File: config.mk
export PLATFORM = sky130hd
export DESIGN_NAME = pll_lock_sequencer
export DESIGN_NICKNAME = d
export VERILOG_FILES = /design/src/rtl/pll_lock_sequencer.sv
export SDC_FILE = /design/constraint.sdc
export NUM_CORES = 1
export LEC_CHECK = 0
export ABC_AREA = 1
export CAP_MARGIN = 0
export CORE_MARGIN = 5
export CORE_UTILIZATION = 50
export CTS_CLUSTER_SIZE = 8
export DETAILED_ROUTE_END_ITERATION = 7
export HOLD_SLACK_MARGIN = 0.06
export PLACE_DENSITY = 0.69
export SLEW_MARGIN = 20
export SYNTH_ARGS = -nofsm -noshare
export SYNTH_HDL_FRONTEND = slang
export SYNTH_SLANG_ARGS = --single-unit
File: constraint.sdc
create_clock -name clock -period 4.8 [get_ports clock]
set_input_delay 0.48 -clock clock [delete_from_list [all_inputs] [get_ports clock]]
set_output_delay 0.48 -clock clock [all_outputs]
set_load 0.005 [all_outputs]
File: src/rtl/pll_lock_sequencer.sv
// Supervises the iCE40 PLL from the reference clock: pulses RESETB, waits for a
// stable synchronized lock, then releases the design reset; retries on timeout.
module pll_lock_sequencer #(
  parameter int unsigned PLL_RESET_CYCLES    = 16,
  parameter int unsigned LOCK_STABLE_CYCLES  = 1024,
  parameter int unsigned LOCK_TIMEOUT_CYCLES = 65536,
  parameter int unsigned MAX_RETRIES         = 3
) (
  input  logic       clock,
  input  logic       reset_n,
  input  logic       locked,
  input  logic       restart,
  output logic       pll_resetb,
  output logic       design_reset,
  output logic       ready,
  output logic       fail,
  output logic [3:0] retry_count
);

  localparam int unsigned MAX_AB     = (PLL_RESET_CYCLES > LOCK_STABLE_CYCLES) ?
                                       PLL_RESET_CYCLES : LOCK_STABLE_CYCLES;
  localparam int unsigned MAX_CYCLES = (MAX_AB > LOCK_TIMEOUT_CYCLES) ?
                                       MAX_AB : LOCK_TIMEOUT_CYCLES;
  localparam int unsigned CW         = $clog2(MAX_CYCLES) + 1;
  localparam int unsigned RW         = 4;

  typedef enum logic [2:0] {
    ST_PLL_RST,
    ST_WAIT_LOCK,
    ST_STABLE,
    ST_RUN,
    ST_FAIL
  } state_t;

  state_t        state;
  logic [CW-1:0] cnt;
  logic          lock_meta;
  logic          lock_s;

  // Output encoding per state: {pll_resetb, design_reset, ready, fail}
  function automatic logic [3:0] out_bits(input state_t s);
    return {s != ST_PLL_RST, s != ST_RUN, s == ST_RUN, s == ST_FAIL};
  endfunction

  // Two-flop synchronizer for the asynchronous PLL lock output
  always_ff @(posedge clock or negedge reset_n) begin
    if (!reset_n) begin
      lock_meta <= 1'b0;
      lock_s    <= 1'b0;
    end else begin
      lock_meta <= locked;
      lock_s    <= lock_meta;
    end
  end

  // Sequencer: outputs are loaded together with the state they belong to
  always_ff @(posedge clock or negedge reset_n) begin
    if (!reset_n) begin
      state                                      <= ST_PLL_RST;
      cnt                                        <= '0;
      retry_count                                <= '0;
      {pll_resetb, design_reset, ready, fail}    <= out_bits(ST_PLL_RST);
    end else if (restart) begin
      state                                      <= ST_PLL_RST;
      cnt                                        <= '0;
      retry_count                                <= '0;
      {pll_resetb, design_reset, ready, fail}    <= out_bits(ST_PLL_RST);
    end else begin
      case (state)
        ST_PLL_RST: begin
          if (cnt == CW'(PLL_RESET_CYCLES - 1)) begin
            state                                   <= ST_WAIT_LOCK;
            cnt                                     <= '0;
            {pll_resetb, design_reset, ready, fail} <= out_bits(ST_WAIT_LOCK);
          end else begin
            cnt <= cnt + CW'(1);
          end
        end
        ST_WAIT_LOCK: begin
          if (lock_s) begin
            state                                   <= ST_STABLE;
            cnt                                     <= '0;
            {pll_resetb, design_reset, ready, fail} <= out_bits(ST_STABLE);
          end else if (cnt == CW'(LOCK_TIMEOUT_CYCLES - 1)) begin
            cnt <= '0;
            if (retry_count == RW'(MAX_RETRIES)) begin
              state                                   <= ST_FAIL;
              {pll_resetb, design_reset, ready, fail} <= out_bits(ST_FAIL);
            end else begin
              state                                   <= ST_PLL_RST;
              retry_count                             <= retry_count + RW'(1);
              {pll_resetb, design_reset, ready, fail} <= out_bits(ST_PLL_RST);
            end
          end else begin
            cnt <= cnt + CW'(1);
          end
        end
        ST_STABLE: begin
          // Lock loss takes precedence over a completing stability count
          if (!lock_s) begin
            state                                   <= ST_WAIT_LOCK;
            cnt                                     <= '0;
            {pll_resetb, design_reset, ready, fail} <= out_bits(ST_WAIT_LOCK);
          end else if (cnt == CW'(LOCK_STABLE_CYCLES - 1)) begin
            state                                   <= ST_RUN;
            cnt                                     <= '0;
            retry_count                             <= '0;
            {pll_resetb, design_reset, ready, fail} <= out_bits(ST_RUN);
          end else begin
            cnt <= cnt + CW'(1);
          end
        end
        ST_RUN: begin
          // No PLL reset here: the iCE40 PLL relocks by itself
          if (!lock_s) begin
            state                                   <= ST_WAIT_LOCK;
            cnt                                     <= '0;
            {pll_resetb, design_reset, ready, fail} <= out_bits(ST_WAIT_LOCK);
          end
        end
        ST_FAIL: begin
          cnt <= '0;
        end
        default: begin
          state                                   <= ST_PLL_RST;
          cnt                                     <= '0;
          retry_count                             <= '0;
          {pll_resetb, design_reset, ready, fail} <= out_bits(ST_PLL_RST);
        end
      endcase
    end
  end

endmodule

## Yosys cells after proc, flatten, opt, wreduce, memory -nomap -nowiden

Index checks and enable logic that the tools add are counted.

| cells by class | value |
|---|---|
| mux-type cells | 50 |
| $add $sub $neg | 2 |
| equal/unequal tests | 19 |
| reduce and logical (&&, ||, !) cells | 4 |

Operator list:

| cell | count |
|---|---|
| 2-to-1 mux 17 bit | 7 |
| case mux 17 bit (4 select lines) | 1 |
| 2-to-1 mux 3 bit | 8 |
| 2-to-1 mux 4 bit | 6 |
| 2-to-1 mux 1 bit | 22 |
| != test 3 bit (second input constant) | 7 |
| case mux 1 bit (5 select lines) | 4 |
| adder 17 x 1 -> 17 bit (second input constant) | 1 |
| equality test 17 x 10 -> 1 bit (second input constant) | 1 |
| equality test 17 x 16 -> 1 bit (second input constant) | 1 |
| equality test 17 x 4 -> 1 bit (second input constant) | 1 |
| case mux 3 bit (5 select lines) | 1 |
| case mux 4 bit (3 select lines) | 1 |
| != test 4 bit (second input constant) | 2 |
| equality test 3 x 2 -> 1 bit (second input constant) | 2 |
| AND reduction 6 bit | 1 |
| AND reduction 5 bit | 1 |
| adder 4 x 1 -> 4 bit (second input constant) | 1 |
| equality test 4 x 2 -> 1 bit (second input constant) | 1 |
| equality test 3 x 1 -> 1 bit (second input constant) | 1 |
| equality test 3 bit (second input constant) | 1 |
| logical NOT 3 bit | 1 |
| OR reduction 3 bit | 1 |
| != test 2 x 1 -> 1 bit (second input constant) | 1 |
| != test 2 bit (second input constant) | 1 |

| word-level totals | value |
|---|---|
| input bits | 4 |
| output and inout port bits | 8 |
| word-level logic and storage cells | 84 |
| register bits after elaboration | 30 |

## Longest topological paths before layout

| depth | value |
|---|---|
| word-level depth | 6 |
| gate-level depth with buffers | 16 |
| depth with buffers taken out | 15 |

## Worst setup path before layout

Ideal clock, no wire load.

| timing | value |
|---|---|
| path kind | reg2reg |
| from | register cnt[1] |
| to | register pll_resetb |
| period minus slack after synthesis | 2.249 ns |
| path buffers | 1 |
| setup slack | 2.551 ns |
| required time | 4.674 ns |
| stages on the path, launching flop included | 17 |
| data arrival time | 2.123 ns |
| setup time | 0.126 ns |
| cell sequence | dfrtp_1 -> ha_1 -> nand2_1 -> nor2_1 -> nand3_1 -> nor3b_1 -> nand2_1 -> inv_1 -> ha_1 -> inv_1 -> nand2_1 -> o21ai_0 -> a21oi_1 -> nand2_1 -> buf_6 -> nand2_1 -> o21ai_1 |

| between the ends | value |
|---|---|
| word-level cells in the longest chain between the ends | 3 |
| elaborated cells between the ends (all ways) | 7 |
| those cells by class | 6 x eq/ne; 1 x reduce/logical |

RTL lines:

| element | line | source |
|---|---|---|
| start, declared | 36 | `logic [CW-1:0] cnt;` |
| start signal, assigned | 76 | `cnt <= cnt + CW'(1);` |
| start signal, assigned | 95 | `cnt <= cnt + CW'(1);` |
| start signal, assigned | 110 | `cnt <= cnt + CW'(1);` |
| equality test 17 x 10 -> 1 bit (tied with other cells) | 104 | `end else if (cnt == CW'(LOCK_STABLE_CYCLES - 1)) begin` |
| != test 4 bit (no source line) / != test 3 bit (equally long branches) | -- |  |
| AND reduction 5 bit (no source line) * | -- |  |
| end signal, assigned | 103 | `{pll_resetb, design_reset, ready, fail} <= out_bits(ST_WAIT_LOCK);` |
| end signal, assigned | 108 | `{pll_resetb, design_reset, ready, fail} <= out_bits(ST_RUN);` |
| end signal, assigned | 118 | `{pll_resetb, design_reset, ready, fail} <= out_bits(ST_WAIT_LOCK);` |
| end, declared | 13 | `output logic pll_resetb,` |

Every way passes the cells marked *; elsewhere a longest branch is shown, timed or not.
A chain may end at the register's enable or synchronous reset.

## Worst setup path after layout

| timing | value |
|---|---|
| from | register cnt[1] |
| to | register state[1] |

| between the ends | value |
|---|---|
| word-level cells in the longest chain between the ends | 3 |
| elaborated cells between the ends (all ways) | 7 |
| those cells by class | 6 x eq/ne; 1 x reduce/logical |

RTL lines:

| element | line | source |
|---|---|---|
| equality test 17 x 10 -> 1 bit (tied with other cells) | 104 |  |
| != test 4 bit (no source line) / != test 3 bit (equally long branches) | -- |  |
| AND reduction 5 bit (no source line) * | -- |  |
| end signal, assigned | 101 | `state <= ST_WAIT_LOCK;` |
| end signal, assigned | 105 | `state <= ST_RUN;` |
| end signal, assigned | 116 | `state <= ST_WAIT_LOCK;` |
| end, declared | 35 | `state_t state;` |

Marked as above.

==> flow_metrics.tcl <==
set metrics [dict create \
    avgSynthCellArea_um2 7.06 \
    initial_utilization_pct 51.7 \
    fill_cells 359 \
    synth-async-reset-ratio_pct 100 \
    path_clk_slew_ns 0.06 \
    routed_wl_um 4000 \
    insertion_delay_ns 0.28 \
    drtAntennaViolNets 0 \
    rsz0062_at_grt "false" \
    hold_viol 0 \
    drc 0 \
    drive_gt1_share_pct 7.04 \
    power.leakage_nw 1.07 \
    antenna_found_initial 0 \
    start_kind "flop" \
    grt_pass1_wl_um 7010 \
    worstSetupEndpointType "flop" \
    switching_share_pct 34.2 \
    cp.arrival_ns 2.87 \
    synth_cells 268 \
    clkSinkCount 30 \
    syn_nets 276 \
    ys_types 34 \
    grt_pass1_vias 1500 \
    gp_congestion 0.886 \
    synth_edf_count 0 \
    irDropWorstVdd_uv 249 \
    pwr-share-seq_pct 43.0 \
    synth_area_leader_cell "dfrtp_1" \
    dp_hpwl_um 2960 \
    io_buffers 11 \
    maxSlewViolCount 0 \
    post_drt_via_cell_ratio 5.16 \
    netlist_area_um2 1890 \
    fp-row-count 22 \
    track_usage_pct 17.0 \
    ys_seq_area_share_pct 39.7 \
    synth.most_common_cell "nand2_1" \
    max_freq_ghz 0.369 \
    root_buffer "clkbuf_8" \
    place_worst_setup_slack_ns 2.12 \
    power_frac_comb_pct 27.2 \
    p_total_uw 703 \
    layout_min_cycle_time_ns 2.71 \
    reg2regPathDepth 15 \
    setup_tns_ns 0 \
    clockBufferDepth 2 \
    cts_buffers 5 \
    post-route-period-util_pct 56.5 \
    die-area_um2 5120 \
    vias 1713 \
    drtIter0Drc 177 \
    crit_required_ns 4.95 \
    crit_fanout 11 \
    ctsHoldBuffers 0 \
    first_pass_iters 4 \
    grt_max_degree 31 \
    fin_area_um2 2140 \
    worst_pin_slew_ns 0.681 \
    finalSetupViolCount 0 \
    synth_area_leaders "dfrtp_1 (38%), nand2_1 (15%), nand3_1 (6.9%)" \
    clock_power_share_pct 29.8 \
    cts_setup_buffers 0 \
    r2r_slack_ns 2.09 \
    outcome "finished clean" \
    reg2reg_to "state[1]$_DFFE_PN0P_" \
    clock_skew_ns 0.00519 \
    antennaDiodeCount 0 \
    switchingPower_uw 240 \
    hold_path_class "reg -> reg" \
    routedWlPerCell_um 12.1 \
    place_area_um2 2050 \
    io_pins 12 \
    cts_resized 0 \
    die-width_um 71.5 \
    syn_to_final_growth_pct 13.0 \
    yosysWarningCount 0 \
    die_h_um 71.5 \
    core_um2 3660 \
    synth_flop_cell "dfrtp_1" \
    htree_num_levels 2 \
    ys_ff_latch 30 \
    whs_endpoint "lock_s$_DFF_PN0_" \
    num-nets-final 291 \
    synth_commonest_cells "nand2_1 (76), inv_1 (31), dfrtp_1 (29), nor2_1 (29), nand3_1 (26)" \
    yosysTopAreaCellShare_pct 38.3 \
    maxCapViolCount 0 \
    relSlewSlack_pct 54.5 \
    internal_power_uw 462 \
    cellPowerDensity_nw_per_um2 329 \
    cts_tree "yes" \
    crit_type "reg -> reg" \
    grt_overflow 0 \
    r2r-start "cnt[1]$_DFFE_PN0N_" \
    hold_depth 0 \
    min_from "lock_meta$_DFF_PN0_" \
    layout_setup_ws_ns 2.09 \
]
worst max-delay path, stage by stage (launching register included):
cell and delay (ns):
dfrtp_1 0.37, ha_1 0.19, nand2_1 0.15, nor2_1 0.33, nand3_1 0.16, nor3b_1 0.20, nand2_1 0.11, inv_1 0.07
ha_1 0.15, inv_1 0.05, nand2_1 0.08, o21ai_0 0.09, a21oi_1 0.20, nand2_1 0.25, nand2_1 0.12, o21ai_1 0.06
state kept, by name, summed over array words and instances, names as in the netlist:
name          flops
retry_count       4
state             3
fail              1
lock_meta         1
cnt              17
pll_resetb        1
design_reset      1
lock_s            1
ready             1
power by group through the flow:
stage	Clock, mW	Combinational [mW]	Sequential, mW
finish	0.209	0.191	0.302
global route	0.229	0.214	0.306
CTS	0.215	0.191	0.302
detailed placement	0	0.192	0.306
global placement	0	0.189	0.306
floorplan	0	0.137	0.302
stage by stage:
stage / utilization, % / instances / hold WS (ns)
global placement: 55.9 / 324 / 0.335
detailed placement: 55.9 / 324 / 0.335
global route: 58.4 / 332 / 0.359
CTS: 58.4 / 332 / 0.349
finish: 58.4 / 332 / 0.348
floorplan: - / 268 / 0.184
logic make-up after synthesis:
group | share of synthesized area [%]
AO/OA/AOI/OAI | 12.0
flip-flops | 39.7
AND/OR/NAND/NOR | 35.5
XOR/XNOR | 2.31
adder cells (fa/ha/maj) | 2.64
buffers and inverters | 7.80
worst max path at each step:
stage	from	endpoint	slack, ns
final	cnt[1]$_DFFE_PN0N_	state[1]$_DFFE_PN0P_	2.09
after global routing	cnt[0]$_DFFE_PN0N_	pll_resetb$_DFFE_PN0P_	1.81
after CTS	cnt[1]$_DFFE_PN0N_	fail$_DFFE_PN0P_	2.10
after detailed placement	cnt[1]$_DFFE_PN0N_	fail$_DFFE_PN0P_	2.12
after global placement	cnt[1]$_DFFE_PN0N_	cnt[2]$_DFFE_PN0N_	2.18
after floorplan	cnt[1]$_DFFE_PN0N_	pll_resetb$_DFFE_PN0P_	2.55
cell usage in the layout, fill, tap and decap left out, drive strengths merged, types with 2 or more instances in the layout:
cell type and count:
clkinv 2, a31oi 2, nor3 5, ha 4
dfrtp 29, o21bai 2, nor2 31, nand3 27
xor2 4, inv 32, a21oi 17, nor3b 2
o21ai 15, nand2 78, clkbuf 7, clkdlybuf4s50 11
nand4 9
per-layer routing:
metal | wire length (um) | GRT usage (%) | vias up
li1 | - | - | 910
met2 | 1660 | 24.4 | 33
met1 | 2090 | 25.4 | 766
met5 | 0 | 0 | -
met3 | 206 | 4.63 | 4
met4 | 42 | 3.97 | 0
cell type report:
| class | instances | area (um^2) | area share (%) |
|---|---|---|---|
| Timing Repair Buffer | 12 | 118 | 5.50 |
| Sequential cell | 30 | 752 | 35.2 |
| Inverter | 33 | 124 | 5.79 |
| Clock inverter | 1 | 5.00 | 0.234 |
| Tap cell | 48 | 60.1 | 2.81 |
| Clock buffer | 7 | 86.3 | 4.04 |
| Multi-Input combinational cell | 201 | 993 | 46.5 |
(Power assumes the default switching activity.)
==> variant 1, RTL diff (same settings) <==
The parameter `PLL_RESET_CYCLES` goes from 16 to 32.
--- a/src/rtl/pll_lock_sequencer.sv
+++ b/src/rtl/pll_lock_sequencer.sv
@@ -3,3 +3,3 @@
 module pll_lock_sequencer #(
-  parameter int unsigned PLL_RESET_CYCLES    = 16,
+  parameter int unsigned PLL_RESET_CYCLES    = 32,
   parameter int unsigned LOCK_STABLE_CYCLES  = 1024,
Check against the original RTL: same outputs for any inputs over 10 cycles, from zero or initial values and one cycle with reset_n low; that may be too few to reach the edited logic, so the function may still have changed.
==> variant 1 against the unedited design <==
Sequential cell count unchanged. Setup slack improved by 330 ps. Utilization decreased by 1.0 points. Critical endpoint is now ready. Design area increased by 5.0%. Clock power increased by 4%. Area after synthesis increased by 5.0%. Highest routed layer unchanged. Wire length increased by 0.40%. Total power decreased by 4.9%.
==> variant 1: results (changes against the unedited design) <==
[outcome]
status=completed

[clock_tree]
cts-root-buf=clkbuf_8
clkTransAtPathRegs_ps=70
cts_inserted_buffers=5  ; unchanged
cts-resized-gates=0  ; unchanged
cts_setup_buffers=0  ; unchanged
clk_latency_ps=290
cts_buffer_depth=2  ; unchanged
htreeDepth=2  ; unchanged

[logic_synthesis]
synthArstFlopShare=1.000  ; unchanged
synth_compound_area_frac=0.1183  ; -0.001977
synth-xor-area-share=0.03084  ; +0.007704
yosysSeqAreaShare=0.3782  ; -0.01900
muxShareOfSynthArea=0  ; unchanged
synthAdderAreaFrac=0.02517  ; -0.001264
synth_ff_type=dfrtp_1
yosys_warnings=0  ; unchanged
synth.area.top_cells=dfrtp_1, nand2_1, nand3_1
syn-num-nets=268  ; -2.9%
synthDistinctLibCells=35  ; +2.9%
synth_common_cells=nand2_1, nor2_1, dfrtp_1, inv_1, nand3_1
synth_cells=260  ; -3.0%

[placed_design]
hpwl_mm=3.020  ; +2.1%
place_inst=319  ; -1.5%
place_ws_ps=2389  ; +266.0 ps
placed_area_um2=2151  ; +5.1%
port_buffers=11  ; unchanged
gp_congestion=0.8738  ; -1.4%

[timing]
tightest_slew_ps=374.0  ; -306.8 ps
max_freq_mhz=420.4  ; +14%
holdWs_ps=348.3  ; -0.02200 ps
final_hold_viol_count=0  ; unchanged
fin_worst_skew_ps=6.519  ; +1.325 ps

[route]
drt-vias-per-instance=5.272  ; +2.2%
dr.pass1.iters=4  ; unchanged
wl_per_cell_um=12.28  ; +1.9%
drt_iter0_drc=177  ; unchanged
wirelength_mm=4.017  ; +0.40%

[cells_and_area]
drive_above_1_share=0.1841  ; +0.1137
layout.nets=284  ; -2.4%
n_antenna_cell=0  ; unchanged
largest_registers=cnt: 17 flops, retry_count: 4 flops, state: 3 flops
fillers=364  ; +1.4%

[grt]
grt_pass1_vias=1580  ; +5.3%
grt_pass1_wl_mm=7.100  ; +1.3%
grt_start_max_net_pins=31  ; unchanged
antenna_found_initial=0  ; unchanged
grt_usage=0.1706  ; +0.0003606

[setup_path]
r2r_cells=15  ; unchanged
max_stage_delay_ps=380
r2r_slack_ps=2420  ; +330 ps
critical-path-top-delay-family=simple AND/OR/NAND/NOR gates
crit_fanout=7  ; -4
cp_slowest_cell=dfrtp_1
cp.arrival_ps=2560  ; -310 ps

[min_path]
hp-class=flop to flop
holdPathStages=0  ; unchanged

[pwr]
leakage_nw=1.117  ; +3.9%
vdd_drop_max_uv=110.8  ; -55%

[variant 1: cell types whose count changed after synthesis, sizes merged, moves of 3 or more]
cell,unedited run,this run
o21ai,15,9
nor2,31,37
inv,32,27
nor3,5,2
[variant 1: path summary, 6_finish.rpt]
kind,from,end
worst min-delay path,lock_meta,lock_s
worst max register to register,cnt[1],ready
max in group asynchronous,reset_n,design_reset
worst max-delay path,cnt[1],ready
min in group asynchronous,reset_n,ready
worst min register to register,lock_meta,lock_s
[variant 1: cell type report]
cell class                      instances  area (um2)  area share
Multi-Input combinational cell        197        1102      0.4908
Sequential cell                        30       752.0      0.3348
Timing Repair Buffer                   12       117.6     0.05237
Inverter                               30       116.4     0.05181
Clock buffer                            6       82.58     0.03677
Tap cell                               50       62.56     0.02786
Clock inverter                          2       12.51    0.005571
[variant 1: per-layer routing]
layer,part of all wire,vias up,routed length [um],track usage
met5,0,-,0,0
met4,0.016,0,65,0.06352
met3,0.048,7,193,0.04270
met2,0.48,38,1942,0.2681
met1,0.45,800,1814,0.2258
li1,-,879,-,-
[variant 1: logic make-up (layout without fill, tap and decap cells)]
kind of cell / Yosys count / after routing
buffers and inverters: 33 / 50
DFF: 30 / 30
AOI/OAI and AO/OA: 34 / 34
adders and majority gates: 4 / 4
xor gates and xnor gates: 7 / 7
and+or+nand+nor: 152 / 152
[variant 1: report_power, final]
part	switching, mW	internal (mW)	total (mW)	leakage, nW
registers	0.0170	0.274	0.291	0.405
clock network	0.102	0.115	0.217	0.0472
logic	0.101	0.0585	0.160	0.664
total	0.220	0.448	0.668	1.12
==> variant 2, RTL diff (same flow settings) <==
Without the edit above. Put one more register stage on the output `retry_count`, with the module's reset. The value now appears one clock later. The other outputs are not delayed to match.
--- a/src/rtl/pll_lock_sequencer.sv
+++ b/src/rtl/pll_lock_sequencer.sv
@@ -34,2 +34,4 @@
 
+  logic [3:0] retry_count_s0;
+
   state_t        state;
@@ -60,3 +62,3 @@
       cnt                                        <= '0;
-      retry_count                                <= '0;
+      retry_count_s0                             <= '0;
       {pll_resetb, design_reset, ready, fail}    <= out_bits(ST_PLL_RST);
@@ -65,3 +67,3 @@
       cnt                                        <= '0;
-      retry_count                                <= '0;
+      retry_count_s0                             <= '0;
       {pll_resetb, design_reset, ready, fail}    <= out_bits(ST_PLL_RST);
@@ -85,3 +87,3 @@
             cnt <= '0;
-            if (retry_count == RW'(MAX_RETRIES)) begin
+            if (retry_count_s0 == RW'(MAX_RETRIES)) begin
               state                                   <= ST_FAIL;
@@ -90,3 +92,3 @@
               state                                   <= ST_PLL_RST;
-              retry_count                             <= retry_count + RW'(1);
+              retry_count_s0                          <= retry_count_s0 + RW'(1);
               {pll_resetb, design_reset, ready, fail} <= out_bits(ST_PLL_RST);
@@ -106,3 +108,3 @@
             cnt                                     <= '0;
-            retry_count                             <= '0;
+            retry_count_s0                          <= '0;
             {pll_resetb, design_reset, ready, fail} <= out_bits(ST_RUN);
@@ -126,3 +128,3 @@
           cnt                                     <= '0;
-          retry_count                             <= '0;
+          retry_count_s0                          <= '0;
           {pll_resetb, design_reset, ready, fail} <= out_bits(ST_PLL_RST);
@@ -133,2 +135,10 @@
 
+  always_ff @(posedge clock or negedge reset_n) begin
+    if (!reset_n) begin
+      retry_count <= '0;
+    end else begin
+      retry_count <= retry_count_s0;
+    end
+  end
+
 endmodule
Function: no difference found for any inputs over 10 cycles, from zero or initial values and one cycle with reset_n low; that may be too few to reach the edited logic, so the function may still have changed.
==> variant 2 against the unedited design <==
Sequential cell count grew 4. Via count grew 6.2%. Area after synthesis up 13%. Design area rose by 12%. Combinational power down 16%. Non-clock buffer count stayed put. Setup slack lost 120 ps. Total power increased by 5.3%. Wire length up 12%. Critical endpoint is now pll_resetb. Highest routed layer unchanged.
==> variant 2: results (changes against the unedited design) <==
[clock_tree]
cts-root-buf=clkbuf_8
cts_buffer_depth=2  ; unchanged
clk_latency_ps=290
clkTransAtPathRegs_ps=70
htreeDepth=2  ; unchanged
cts_setup_buffers=0  ; unchanged
cts_inserted_buffers=5  ; unchanged
cts-resized-gates=0  ; unchanged

[setup_path]
crit_fanout=7  ; -4
cp.arrival_ps=3020  ; +150 ps
max_stage_delay_ps=560  ; +190 ps
r2r_end=pll_resetb
reg2reg_from=cnt[0]
r2r_cells=13  ; -2
cp_slowest_cell=nor3_1

[route]
wirelength_mm=4.501  ; +12%
dr.pass1.iters=4  ; unchanged
drt_iter0_drc=104  ; -41%
drt-vias-per-instance=5.227  ; +1.3%

[timing]
fin_worst_skew_ps=7.516  ; +2.322 ps
tightest_slew_ps=665.6  ; -15.20 ps
final_hold_viol_count=0  ; unchanged
holdWs_ps=352.1  ; +3.783 ps

[logic_synthesis]
synthDistinctLibCells=37  ; +8.8%
yosys.area.top_type_share=0.3855  ; +0.002170
synth_ff_type=dfrtp_1
yosys_warnings=0  ; unchanged
syn-num-nets=289  ; +4.7%
synth.area.top_cells=dfrtp_1, nand2_1, nand3_1
synth_common_cells=nand2_1, nor2_1, inv_1, dfrtp_1, nand3_1
synthArstFlopShare=1.000  ; unchanged
yosysSeqAreaShare=0.3978  ; +0.0005563
synth_cells=281  ; +4.9%

[min_path]
holdPathStages=0  ; unchanged
hp-class=flop to flop
hold_end=lock_s

[cells_and_area]
fillers=388  ; +8.1%
drive_above_1_share=0.1577  ; +0.08730
layout.nets=305  ; +4.8%
largest-register=cnt
n_antenna_cell=0  ; unchanged
largest_registers=cnt: 17 flops, retry_count: 4 flops, retry_count_s0: 4 flops
final_cells=348  ; +4.8%

[placed_design]
hpwl_mm=3.348  ; +13%
place_inst=340  ; +4.9%
placed_area_um2=2298  ; +12%
gp_congestion=0.8672  ; -2.1%
port_buffers=11  ; unchanged
place_ws_ps=1978  ; -144.6 ps

[grt]
grt_start_max_net_pins=35  ; +13%
grt_usage=0.1848  ; +0.01459
antenna_found_initial=0  ; unchanged
grt_pass1_wl_mm=8.121  ; +16%

[pwr]
leakage_nw=1.126  ; +4.9%
vdd_drop_max_uv=183.0  ; -26%

[outcome]
status=completed

==> variant 2: final cells by class <==
class	instances	area, um2	share of cell area
Clock buffer	7	76.32	0.03174
Clock inverter	1	30.03	0.01249
Inverter	39	146.4	0.06087
Multi-Input combinational cell	205	1120	0.4657
Sequential cell	34	852.1	0.3543
Tap cell	50	62.56	0.02601
Timing Repair Buffer	12	117.6	0.04891
==> variant 2: critical path: cells and delay by family (launching register included) <==
family | cells | cell delay, ps
flops | 1 | 380
simple gates | 10 | 1640
fa+ha+maj | 2 | 470
compound gates | 1 | 240
==> variant 2: kinds of logic after synthesis <==
group | synth area share
AND/OR/NAND/NOR | 0.3820
adder cells (fa/ha/maj) | 0.02337
flip-flops | 0.3978
XOR/XNOR | 0.01227
AO/OA/AOI/OAI | 0.1051
buffers and inverters | 0.07943
==> variant 2: report_power, final <==
group / switching, mW / leakage (nW) / internal, mW
registers: 0.0162 / 0.462 / 0.306
logic: 0.106 / 0.612 / 0.0555
clock network: 0.102 / 0.0524 / 0.155
==> variant 2: per-layer routing <==
metal  track usage  part of all wire  vias to the layer above
met5             0                 0                        -
met4       0.05631             0.013                        0
met3       0.04354             0.039                        5
met2        0.2800              0.44                       31
met1        0.2631              0.51                      834
li1              -                 -                      949
==> variant 2: worst max path at each step <==
stage	from	endpoint	slack [ps]	depth (start not counted)
floorplan	cnt[0]	fail	2590	13
global placement	cnt[0]	retry_count_s0[3]	1980	11
detailed placement	cnt[0]	pll_resetb	1980	13
CTS	cnt[0]	pll_resetb	1970	13
global route	cnt[0]	retry_count_s0[3]	1700	11
finish	cnt[0]	pll_resetb	1960	13
